$ cat src/rtl/legv8_pkg.sv
// Shared fetch-side types: default widths, fetch FSM states and the buffered fetch entry layout.
package legv8_pkg;

   localparam int unsigned DefaultAddrW  = 64;
   localparam int unsigned DefaultInstrW = 32;

   typedef enum logic [1:0] {
      StIdle,
      StReq,
      StDrop,
      StAdv
   } fetch_state_e;

   typedef struct packed {
      logic [DefaultAddrW-1:0]  pc;
      logic [DefaultInstrW-1:0] instr;
   } fetch_entry_t;

endpackage

$ cat src/rtl/fetch_fifo.sv
// Small synchronous FIFO holding fetched {pc, instr} words for decode; clear wins over push/pop.
module fetch_fifo #(
   parameter int unsigned DEPTH = 2,
   parameter int unsigned WIDTH = 96,
   localparam int unsigned PtrW = $clog2(DEPTH),
   localparam int unsigned CntW = PtrW + 1
) (
   input  logic            clock,
   input  logic            reset,
   input  logic            clear,
   input  logic            push,
   input  logic            pop,
   input  logic [WIDTH-1:0] wdata,
   output logic [WIDTH-1:0] head,
   output logic [CntW-1:0]  count
);

   logic [WIDTH-1:0] mem_q [DEPTH];
   logic [PtrW-1:0]  rd_ptr_q;
   logic [PtrW-1:0]  wr_ptr_q;
   logic             do_push;
   logic             do_pop;

   assign do_push = push && (count < CntW'(DEPTH));
   assign do_pop  = pop && (count != '0);
   assign head    = mem_q[rd_ptr_q];

   // Pointers wrap naturally because DEPTH is a power of two.
   always_ff @(posedge clock or negedge reset) begin
      if (!reset) begin
         rd_ptr_q <= '0;
         wr_ptr_q <= '0;
         count    <= '0;
         for (int i = 0; i < int'(DEPTH); i++) begin
            mem_q[i] <= '0;
         end
      end else if (clear) begin
         rd_ptr_q <= '0;
         wr_ptr_q <= '0;
         count    <= '0;
      end else begin
         if (do_push) begin
            mem_q[wr_ptr_q] <= wdata;
            wr_ptr_q        <= wr_ptr_q + PtrW'(1);
         end
         if (do_pop) begin
            rd_ptr_q <= rd_ptr_q + PtrW'(1);
         end
         count <= count + CntW'(do_push) - CntW'(do_pop);
      end
   end

endmodule

$ cat src/rtl/instr_fetch_unit.sv
// Fetches the instruction at PC over a req/ack memory handshake, buffers it for decode and
// pulses pc_advance once per accepted fetch so the PC block can step to PC+4.
module instr_fetch_unit
   import legv8_pkg::*;
#(
   parameter int unsigned ADDR_W     = DefaultAddrW,
   parameter int unsigned INSTR_W    = DefaultInstrW,
   parameter int unsigned FIFO_DEPTH = 2
) (
   input  logic               clock,
   input  logic               reset,
   input  logic [ADDR_W-1:0]  pc,
   input  logic               flush,
   output logic               pc_advance,
   output logic               imem_req,
   output logic [ADDR_W-1:0]  imem_addr,
   input  logic               imem_ack,
   input  logic [INSTR_W-1:0] imem_rdata,
   output logic               instr_valid,
   input  logic               instr_ready,
   output logic [INSTR_W-1:0] instr,
   output logic [ADDR_W-1:0]  instr_pc,
   output logic               fetch_fault
);

   localparam int unsigned CntW   = $clog2(FIFO_DEPTH) + 1;
   localparam int unsigned EntryW = ADDR_W + INSTR_W;

   fetch_state_e      state_q;
   logic [CntW-1:0]   count;
   logic [EntryW-1:0] head;
   logic              push;
   logic              pop;

   assign push        = (state_q == StReq) && imem_ack && !flush;
   assign pop         = instr_valid && instr_ready;
   assign pc_advance  = (state_q == StAdv) && !flush;
   assign instr_valid = (count != '0);
   assign instr_pc    = head[EntryW-1:INSTR_W];
   assign instr       = head[INSTR_W-1:0];

   fetch_fifo #(
      .DEPTH (FIFO_DEPTH),
      .WIDTH (EntryW)
   ) u_fifo (
      .clock (clock),
      .reset (reset),
      .clear (flush),
      .push  (push),
      .pop   (pop),
      .wdata ({imem_addr, imem_rdata}),
      .head  (head),
      .count (count)
   );

   // Once a request is raised it stays up until ack; a flush mid-request only marks the data dead.
   always_ff @(posedge clock or negedge reset) begin
      if (!reset) begin
         state_q     <= StIdle;
         imem_req    <= 1'b0;
         imem_addr   <= '0;
         fetch_fault <= 1'b0;
      end else begin
         if (flush) begin
            fetch_fault <= 1'b0;
         end
         case (state_q)
            StIdle: begin
               if (!flush) begin
                  if (pc[1:0] != 2'b00) begin
                     fetch_fault <= 1'b1;
                  end else if (!fetch_fault && (count < CntW'(FIFO_DEPTH))) begin
                     state_q   <= StReq;
                     imem_req  <= 1'b1;
                     imem_addr <= pc;
                  end
               end
            end
            StReq: begin
               if (imem_ack) begin
                  imem_req <= 1'b0;
                  state_q  <= flush ? StIdle : StAdv;
               end else if (flush) begin
                  state_q <= StDrop;
               end
            end
            StDrop: begin
               if (imem_ack) begin
                  imem_req <= 1'b0;
                  state_q  <= StIdle;
               end
            end
            StAdv: begin
               state_q <= StIdle;
            end
            default: begin
               state_q <= StIdle;
            end
         endcase
      end
   end

endmodule
$ cat config.mk
export PLATFORM = sky130hd
export DESIGN_NAME = instr_fetch_unit
export DESIGN_NICKNAME = d
export VERILOG_FILES = /design/src/rtl/legv8_pkg.sv /design/src/rtl/fetch_fifo.sv /design/src/rtl/instr_fetch_unit.sv
export SDC_FILE = /design/constraint.sdc
export NUM_CORES = 1
export LEC_CHECK = 0
export ABC_CLOCK_PERIOD_IN_PS = 5800
export BUFFER_PORTS_ARGS = -buffer_cell sky130_fd_sc_hd__buf_2
export CAP_MARGIN = 20
export CORE_ASPECT_RATIO = 2
export CORE_MARGIN = 10
export CORE_UTILIZATION = 40
export DETAILED_ROUTE_END_ITERATION = 7
export SLEW_MARGIN = 25
export SYNTH_ARGS = -nofsm -noshare
export SYNTH_HDL_FRONTEND = slang
export SYNTH_SLANG_ARGS = --single-unit
$ cat constraint.sdc
create_clock -name clock -period 5.8 [get_ports clock]
set_clock_uncertainty 0.2 [all_clocks]
set_input_delay 0 -clock clock [delete_from_list [all_inputs] [get_ports clock]]
set_output_delay 0 -clock clock [all_outputs]
set_load 0.01 [all_outputs]
==> Word-level counts from Yosys, hierarchy flattened <==
Cells that the tools add are included.
{ "word_totals": {"regBits": 264, "in_bits": 101, "word_cells": 79} }
{ "classes": {"add_sub_neg": 4, "magnitude_cmp": 4, "eq_ne": 9, "n_mux": 28, "bitwise": 4, "reduce_logical": 21} }
{ "op_table": {"columns": ["op", "n"], "rows": [
  ["$mux W96", 4],
  ["$bwmux W192", 1],
  ["$demux W96 S1", 1],
  ["$mux W2", 8],
  ["$mux W1", 12],
  ["$reduce_and A5 Y1", 2],
  ["$reduce_bool A2 Y1", 5],
  ["$logic_and A1 B1 Y1", 8],
  ["$ne A2 B2 Y1 const B", 4],
  ["$pmux W2 S4", 1],
  ["$eq A2 B2 Y1 const B", 2],
  ["$ge A2 B2 Y1 const B", 2],
  ["$not A1 Y2", 2],
  ["$reduce_and A4 Y1", 1],
  ["$ne A3 B3 Y1 const B", 1],
  ["$add A1 B1 Y1 const B", 2],
  ["$add A2 B1 Y2", 1],
  ["$eq A2 B1 Y1 const B", 1],
  ["$logic_not A1 Y1", 2],
  ["$logic_not A2 Y1", 1],
  ["$lt A2 B1 Y1 const B", 1],
  ["$lt A2 B2 Y1 const B", 1],
  ["$ne A2 B1 Y1 const B", 1],
  ["$not A1 Y1", 2],
  ["4 further kinds", 4]
]} }

==> Logic depth before layout (Yosys ltp) <==
Gate-level depths: netlist of the first run.
{ "depth": {"ltp_word": 7, "ltp_mapped": 7, "mapped_depth_nobuf": 7} }

==> Modules after synthesis <==
Synthesis of the first run repeated with hierarchy kept, for this count alone.
{ "unflattened": {"cells_unflattened": 704, "hier_area_um2": 11418.5} }
{ "by_module_without_submodules": {"columns": ["module", "instances", "cells_each", "area_each_um2", "seq_area_each_um2"], "rows": [
  ["fetch_fifo", 1, 532, 8490.6, 4904.7],
  ["instr_fetch_unit", 1, 172, 2927.8, 1701.6]
]} }

==> Worst setup path before layout of the first run <==
Ideal clock, no wire load.
{ "synth_timing": {"kind": "register to register", "start": "register state_q[1]", "end": "register u_fifo.mem_q[154] in the netlist's numbering", "setup_time_ns": 0.128, "arrival_time_ns": 1.750, "setup_slack_ns": 3.723, "path_stages_with_launch": 8, "n_path_buf": 2, "synth_period_minus_slack_ns": 2.077, "path_cell_list": "dfrtp_1 inv_1 ha_1 nand2_1 nor4_4 buf_4 buf_6 mux2_1"} }
{ "synth_via": {"elab_chain_len": 5} }
{ "synth_lines": {"columns": ["item", "line_no", "text"], "rows": [
  ["start, declared", "instr_fetch_unit.sv:29", "fetch_state_e state_q;"],
  ["start signal, assigned", "instr_fetch_unit.sv:59", "state_q <= StIdle;"],
  ["start signal, assigned", "instr_fetch_unit.sv:73", "state_q <= StReq;"],
  ["start signal, assigned", "instr_fetch_unit.sv:82", "state_q <= flush ? StIdle : StAdv;"],
  ["$eq A2 B1 Y1", "instr_fetch_unit.sv:35", "assign push = (state_q == StReq) && imem_ack && !flush;"],
  ["$logic_and A1 B1 Y1 (2 in series)", "instr_fetch_unit.sv:35", null],
  ["$logic_and A1 B1 Y1", "fetch_fifo.sv:24", "assign do_push = push && (count < CntW'(DEPTH));"],
  ["$reduce_and A2 Y1 (no source line)", null, null],
  ["end signal, assigned by index", "fetch_fifo.sv:43", "mem_q[wr_ptr_q] <= wdata;"],
  ["end, declared", "fetch_fifo.sv:18", "logic [WIDTH-1:0] mem_q [DEPTH];"]
]} }
Every way passes these cells.
A chain may end at the register's enable or synchronous reset.

==> Worst setup path after layout of the first run <==
{ "layout_timing": {"start": "register state_q[1]", "end": "register u_fifo.mem_q[97] in the netlist's numbering"} }
Same word-level chain as after synthesis.

==> flow_metrics.env, run 1 <==
export IMPL_outcome="completed"
export IMPL_layout_nets=1182
export IMPL_number_of_flops_mapped_to_enable_cells_by_yosys=0
export IMPL_critPathTopFamily="buffers and inverters"
export IMPL_floorplan_die_height_microns=258.2
export IMPL_setup_worst_path_start_class="register"
export IMPL_finalHoldViolCount=0
export IMPL_worst_setup_path_startpoint="state_q[1]$_DFFE_PN0P_"
export IMPL_cap_viol_max_count=0
export IMPL_globalplace_congestion=0.7553
export IMPL_clockRootBuffer="sky130_fd_sc_hd__clkbuf_16"
export IMPL_wl_per_cell_microns=20.15
export IMPL_final_min_clock_period_ns=3.115
export IMPL_synth_warnings=0
export IMPL_drt_first_iter_violations=181
export IMPL_global_route_wire_length_before_repair_mm=47.04
export IMPL_cts_tree="yes"
export IMPL_core_area_sq_um=28080
export IMPL_cts_max_path_buffers=3
export IMPL_worst_ep_arrival_time_ns=3.32
export IMPL_synthesis_nets=816
export IMPL_first_global_vias=8225
export IMPL_hold_path_class="input port to register"
export IMPL_path_cells="inv_1 -> ha_1 -> nand2_1 -> nor4_4 -> buf_4 -> buf_4 -> mux2_2"
export IMPL_detailed_place_hpwl_mm=19.89
export IMPL_irDropWorstVdd_mv=0.3856
export IMPL_slowest_stage="sky130_fd_sc_hd__buf_4"
export IMPL_final_layout_size_suffix_gt1_frac=0.5775
export IMPL_timing_fmax_mhz=321.1
export IMPL_clkSinkCount=264
export IMPL_num_vias=7171
export IMPL_grt_total_usage=0.1613
export IMPL_cts_repair_resize_count=0
export IMPL_maxSlewHeadroom=0.3287
export IMPL_cts_htree_levels=1
export IMPL_drc=0
export IMPL_max_stage_delay_ns=0.61
export IMPL_syn_area_per_cell_sq_um=16.00
export IMPL_area_growth_from_synthesis_to_final_layout_pct=31.18
export IMPL_timing_max_transition_violations_final=0
export IMPL_timing_critical_path_mode_cell="sky130_fd_sc_hd__buf_4"
export IMPL_antenna_found_initial=2
export IMPL_power_static_leakage_nw=7.352
export IMPL_required_time_of_the_critical_path_ns=6.00
export IMPL_io_count=265
export IMPL_fillCellCount=2393
export IMPL_yosys_most_used_dff="sky130_fd_sc_hd__dfrtp_1"
export IMPL_worst_path_max_fanout=49
export IMPL_worst_path_buf_inv=3
export IMPL_grt_remaining_overflow=0
export IMPL_yosysSeqAreaShare=0.5823
export IMPL_syn_area_sq_um=11340
export IMPL_initial_utilization=0.4039
export IMPL_layout_worst_path_cycle_share=0.5370
export IMPL_final_util=0.5299
export IMPL_worst_hold_startpoint="pc[19]"
export IMPL_largest_net_degree_at_the_start_of_global_routing=104
export IMPL_power_total_w=0.007692
export IMPL_design_die_area_sq_um=35910
export IMPL_clk_latency_ns=0.52
export IMPL_worst_setup_path_type="register to register"
export IMPL_tns_ns=0
export IMPL_layout_commonest_cell="sky130_fd_sc_hd__mux2_2"
export IMPL_core_rowCount=87
export IMPL_grt_setup_unrepaired="false"
export IMPL_yosys_cell_types_count=34
export IMPL_first_pass_iters=4
export IMPL_post_cts_setup_driven_buffer_insertion_count=0
export IMPL_async_flop_share=1.000
export IMPL_post_synth_inst_count=709
export IMPL_final_setup_viol_count=0
export IMPL_cts_buffers_inserted=25
export IMPL_final_cell_mix="sky130_fd_sc_hd__mux2_2 (270), sky130_fd_sc_hd__dfrtp_1 (263), sky130_fd_sc_hd__buf_2 (263)"
export IMPL_cts_reportedPaths_clkPinSlew_ns=0.06
export IMPL_critical_path_endpoint_type="register"
export IMPL_worstMarginPinSlew_ns=1.007
export IMPL_postSynthRegisterBits=264
export IMPL_placement_io_buffers=264
export IMPL_post_drt_via_cell_ratio=4.952
export IMPL_finalWirelength_mm=29.18
export IMPL_die_w_microns=139.1
export IMPL_route_antenna_remaining_nets=0
export IMPL_reg2reg_from="state_q[1]$_DFFE_PN0P_"
export IMPL_power_per_cell_area_nw_per_um2=516.9
[routing by layer]
metal,global-route usage,up-vias,routed length [microns]
met5,0,-,11
met4,0.03929,2,446
met3,0.03492,27,1490
met2,0.3158,164,16820
met1,0.1679,3725,10420
li1,-,3253,-
[where the power goes]
group / internal (W) / leakage, nW / total [W] / switching [W]
combinational: 0.00158 / 3.59 / 0.00287 / 0.00128
sequential: 0.00259 / 3.35 / 0.00315 / 0.000564
clock: 0.000981 / 0.415 / 0.00167 / 0.000691
total: 0.00515 / 7.35 / 0.00769 / 0.00254
[synth_stat cells, types with 3 or more instances]
| master | n | area [sq um] |
|---|---|---|
| sky130_fd_sc_hd__mux2_2 | 270 | 3040 |
| sky130_fd_sc_hd__dfrtp_1 | 264 | 6606 |
| sky130_fd_sc_hd__mux2_1 | 40 | 450.4 |
| sky130_fd_sc_hd__mux2_4 | 40 | 600.6 |
| sky130_fd_sc_hd__buf_2 | 21 | 105.1 |
| sky130_fd_sc_hd__clkbuf_1 | 10 | 37.54 |
| sky130_fd_sc_hd__buf_6 | 8 | 90.09 |
| sky130_fd_sc_hd__ha_1 | 6 | 75.07 |
| sky130_fd_sc_hd__inv_1 | 6 | 22.52 |
| sky130_fd_sc_hd__a21oi_1 | 4 | 20.02 |
| sky130_fd_sc_hd__nor2b_1 | 3 | 18.77 |
| sky130_fd_sc_hd__nor3_1 | 3 | 15.01 |
| sky130_fd_sc_hd__o21ai_0 | 3 | 15.01 |
| sky130_fd_sc_hd__or3_1 | 3 | 18.77 |
[flip-flops by register name, indices dropped and copies added (netlist names)]
signal           cells
u_fifo.wr_ptr_q      1
u_fifo.mem_q       192
imem_req             1
fetch_fault          1
imem_addr           64
u_fifo.count         2
state_q              2
u_fifo.rd_ptr_q      1
[through the flow]
stage          setup slack [ns]  cells  hold WS [ns]  instance area [sq um]
6_report                  2.685   1448       0.03977                  14880
5_1_grt                   2.462   1448       0.03436                  14880
4_1_cts                   2.642   1447       0.01104                  14880
3_5_place_dp              2.679   1299       -0.1062                  12980
3_3_place_gp              2.711   1299       -0.1093                  12980
2_1_floorplan             3.723    709       -0.4956                  11340
[cell families (layout without fill, tap and decap cells)]
family	count (synthesis)	after routing	share of synthesized area
flops	264	264	0.5823
compound gates	17	17	0.01015
xor+xnor	3	3	0.002317
fa+ha+maj	6	6	0.006617
simple gates	23	23	0.01478
other cells	0	1	0
buf+inv	46	428	0.02316
mux	350	350	0.3606
[cell type report]
cell class / instances / area, sq um / share of cell area
flip-flops and latches: 264 / 6610 / 0.4442
multi-input cells: 399 / 4492 / 0.3018
repair buffers: 379 / 2475 / 0.1663
clock buffers: 37 / 750.7 / 0.05045
well taps: 356 / 445.4 / 0.02993
clock inverters: 6 / 83.83 / 0.005633
inverters: 6 / 22.52 / 0.001513
diodes: 1 / 2.502 / 0.0001682
[worst reg2reg max path: stages, from the launching register on]
cell	delay [ns]
sky130_fd_sc_hd__dfrtp_1	0.41
sky130_fd_sc_hd__inv_1	0.10
sky130_fd_sc_hd__ha_1	0.33
sky130_fd_sc_hd__nand2_1	0.19
sky130_fd_sc_hd__nor4_4	0.18
sky130_fd_sc_hd__buf_4	0.61
sky130_fd_sc_hd__buf_4	0.56
sky130_fd_sc_hd__mux2_2	0.42
[what timing repair did]
item	in CTS	in global routing
endpoints found under the setup margin	0	0
hold buffers	105	0
endpoints found under the hold margin	237	0
[final timing paths]
path                                                  to  cells past startpoint  slack (ns)
hold / removal                 imem_addr[19]$_DFFE_PN0P_                      3        0.04
setup reg to reg            u_fifo.mem_q[97]$_DFFE_PN0P_                      7        2.69
hold reg to reg            u_fifo.mem_q[172]$_DFFE_PN0P_                      1        0.28
max in group asynchronous    u_fifo.rd_ptr_q$_DFFE_PN0P_                      4        4.06
min in group asynchronous  u_fifo.mem_q[177]$_DFFE_PN0P_                      4        0.48
setup / recovery            u_fifo.mem_q[97]$_DFFE_PN0P_                      7        2.69
Note: power is estimated with default switching activity, not from simulation.
==> run 2: changes to the inputs <==
--- a/config.mk
+++ b/config.mk
@@ -5,7 +5,7 @@
 export SDC_FILE = /design/constraint.sdc
 export NUM_CORES = 1
 export LEC_CHECK = 0
-export ABC_CLOCK_PERIOD_IN_PS = 5800
+export ABC_CLOCK_PERIOD_IN_PS = 2900
 export BUFFER_PORTS_ARGS = -buffer_cell sky130_fd_sc_hd__buf_2
 export CAP_MARGIN = 20
 export CORE_ASPECT_RATIO = 2
==> constraint.sdc (replaced) <==
create_clock -name clock -period 2.9 [get_ports clock]
set_clock_uncertainty 0.2 [all_clocks]
set_input_delay 0 -clock clock [delete_from_list [all_inputs] [get_ports clock]]
set_output_delay 0 -clock clock [all_outputs]
set_load 0.01 [all_outputs]
==> run 2 against run 1 <==
Via count rose by 0.11%. Global-route usage shrank 0.29 points. First-iteration DRC count is 31% higher. Largest cell class unchanged. Combinational power increased by 110%. Register-to-register slack worse by 2.3 ns. Critical path type unchanged.
==> flow_metrics.env, run 2 (synthesized netlist as in run 1, its figures left out) <==
export IMPL_outcome="completed"
export IMPL_placedCellCount=1308
export IMPL_die_w_microns=139.1
export IMPL_timing_max_transition_violations_final=0
export IMPL_total_switching_power_w=0.005109
export IMPL_antenna_found_initial=1
export IMPL_drc=0
export IMPL_largest_registers="u_fifo.mem_q (192), imem_addr (64)"
export IMPL_clockRootBuffer="sky130_fd_sc_hd__clkbuf_16"
export IMPL_core_rowCount=87
export IMPL_power_combinational_fraction=0.391
export IMPL_core_area_sq_um=28080
export IMPL_final_util=0.5395
export IMPL_design_die_area_sq_um=35910
export IMPL_reg2reg_from="fetch_fault$_DFF_PN0_"
export IMPL_finalWirelength_mm=29.13
export IMPL_setup_worst_path_start_class="register"
export IMPL_finalNonFillerCells=1469
export IMPL_clkSinkCount=264
export IMPL_cts_repair_resize_count=0
export IMPL_cts_htree_levels=1
export IMPL_post_cts_setup_driven_buffer_insertion_count=0
export IMPL_final_cell_mix="sky130_fd_sc_hd__mux2_2 (270), sky130_fd_sc_hd__dfrtp_1 (263), sky130_fd_sc_hd__buf_2 (263)"
export IMPL_switching_share=0.3293
export IMPL_wl_per_cell_microns=19.83
export IMPL_globalplace_congestion=0.7447
export IMPL_worst_hold_startpoint="pc[33]"
export IMPL_global_route_wire_length_before_repair_mm=46.42
export IMPL_placement_io_buffers=264
export IMPL_power_per_cell_area_nw_per_um2=1024
export IMPL_final_min_clock_period_ns=2.494
export IMPL_cts_buffers_inserted=26
export IMPL_maxSlewHeadroom=0.5057
export IMPL_cts_hold_buffers=118
export IMPL_cts_tree="yes"
export IMPL_layout_worst_path_cycle_share=0.8599
export IMPL_timing_fmax_mhz=401.0
export IMPL_finalHoldViolCount=0
export IMPL_cts_reportedPaths_clkPinSlew_ns=0.06
export IMPL_num_vias=7179
export IMPL_worst_setup_path_startpoint="fetch_fault$_DFF_PN0_"
export IMPL_area_growth_from_synthesis_to_final_layout_pct=33.56
export IMPL_grt_setup_unrepaired="false"
export IMPL_irDropWorstVdd_mv=0.6685
export IMPL_final_setup_viol_count=0
export IMPL_worst_setup_path_type="register to register"
export IMPL_route_antenna_remaining_nets=0
export IMPL_post_drt_via_cell_ratio=4.887
export IMPL_layout_setup_ws_ns=0.4064
export IMPL_grt_total_usage=0.1584
export IMPL_initial_utilization=0.4039
export IMPL_power_frac_clock=0.210
export IMPL_largest_register="u_fifo.mem_q"
export IMPL_grt_remaining_overflow=0
export IMPL_minimum_setup_slack_after_placement_ns=0.4707
export IMPL_max_reg_flops=192
export IMPL_floorplan_die_height_microns=258.2
export IMPL_first_global_vias=8107
export IMPL_worst_path_max_fanout=17
export IMPL_cap_viol_max_count=0
export IMPL_layout_nets=1205
export IMPL_first_pass_iters=4
export IMPL_io_count=265
export IMPL_power_report_internal_total_w=0.01040
export IMPL_detailed_place_hpwl_mm=19.88
export IMPL_seqPwrFrac=0.398
export IMPL_drt_first_iter_violations=237
export IMPL_fillCellCount=2349
export IMPL_final_layout_size_suffix_gt1_frac=0.5719
export IMPL_required_time_of_the_critical_path_ns=3.11
export IMPL_worstMarginPinSlew_ns=0.7414
export IMPL_power_static_leakage_nw=7.476
export IMPL_largest_net_degree_at_the_start_of_global_routing=94
export IMPL_critical_path_endpoint_type="register"
export IMPL_worst_ep_arrival_time_ns=2.70
export IMPL_tns_ns=0
export IMPL_layout_commonest_cell="sky130_fd_sc_hd__mux2_2"
export IMPL_cts_max_path_buffers=3
export IMPL_hold_path_class="input port to register"
export IMPL_clk_latency_ns=0.53
[run 2: changes by cell type in the layout (fill, tap and decap cells not counted), moves of 2 or more]
| cell | change |
|---|---|
| sky130_fd_sc_hd__dlygate4sd3_1 | +14 |
| sky130_fd_sc_hd__bufinv_16 | -2 |
| sky130_fd_sc_hd__clkbuf_16 | +2 |
| sky130_fd_sc_hd__buf_12 | +9 |
[run 2: worst max-delay path, cell delays in order (launching register included)]
cell                            delay, ns
sky130_fd_sc_hd__dfrtp_1             0.40
sky130_fd_sc_hd__nor3_1              0.50
sky130_fd_sc_hd__nand3_4             0.32
sky130_fd_sc_hd__mux2_2              0.37
sky130_fd_sc_hd__dlygate4sd3_1       0.57
[run 2: cell type report]
cell class	count	area, sq um	area share
multi-input combinational	399	4492	0.2964
inverter	6	22.52	0.001486
clock buffer	39	790.8	0.05219
timing repair buffer	401	2768	0.1827
sequential	264	6610	0.4363
tap	356	445.4	0.02940
antenna	1	2.502	0.0001652
clock inverter	3	21.27	0.001404
[run 2: final timing paths]
kind / to / slack (ns) / depth (start not counted)
max in group asynchronous: imem_addr[11]$_DFFE_PN0P_ / 1.28 / 4
setup / recovery: imem_addr[56]$_DFFE_PN0P_ / 0.41 / 4
hold reg to reg: u_fifo.mem_q[172]$_DFFE_PN0P_ / 0.28 / 1
setup reg to reg: imem_addr[56]$_DFFE_PN0P_ / 0.41 / 4
min in group asynchronous: u_fifo.mem_q[81]$_DFFE_PN0P_ / 0.40 / 3
hold / removal: imem_addr[33]$_DFFE_PN0P_ / 0.03 / 3
[run 2: metrics by stage]
step	instance area, sq um	power [W]	hold WS, ns
detailed placement	13160	0.01218	-0.1142
floorplan	11340	0.009635	-0.4956
global placement	13160	0.01207	-0.1215
finish	15150	0.01551	0.03456
global route	15150	0.01650	0.02557
CTS	15150	0.01581	0.0004945
[run 2: per-layer routing]
layer	GRT usage	wire (microns)	up-vias
li1	-	-	3317
met1	0.1666	10600	3645
met2	0.3033	16330	177
met3	0.03271	1458	40
met4	0.05180	741	0
met5	0	0	-
[run 2: power by group through the flow]
stage	logic (W)	clock network, W	registers, W
2_1_floorplan	0.00353	0	0.00611
3_3_place_gp	0.00585	0	0.00622
3_5_place_dp	0.00592	0	0.00626
4_1_cts	0.00623	0.00338	0.00620
5_1_grt	0.00660	0.00350	0.00640
6_report	0.00607	0.00326	0.00618
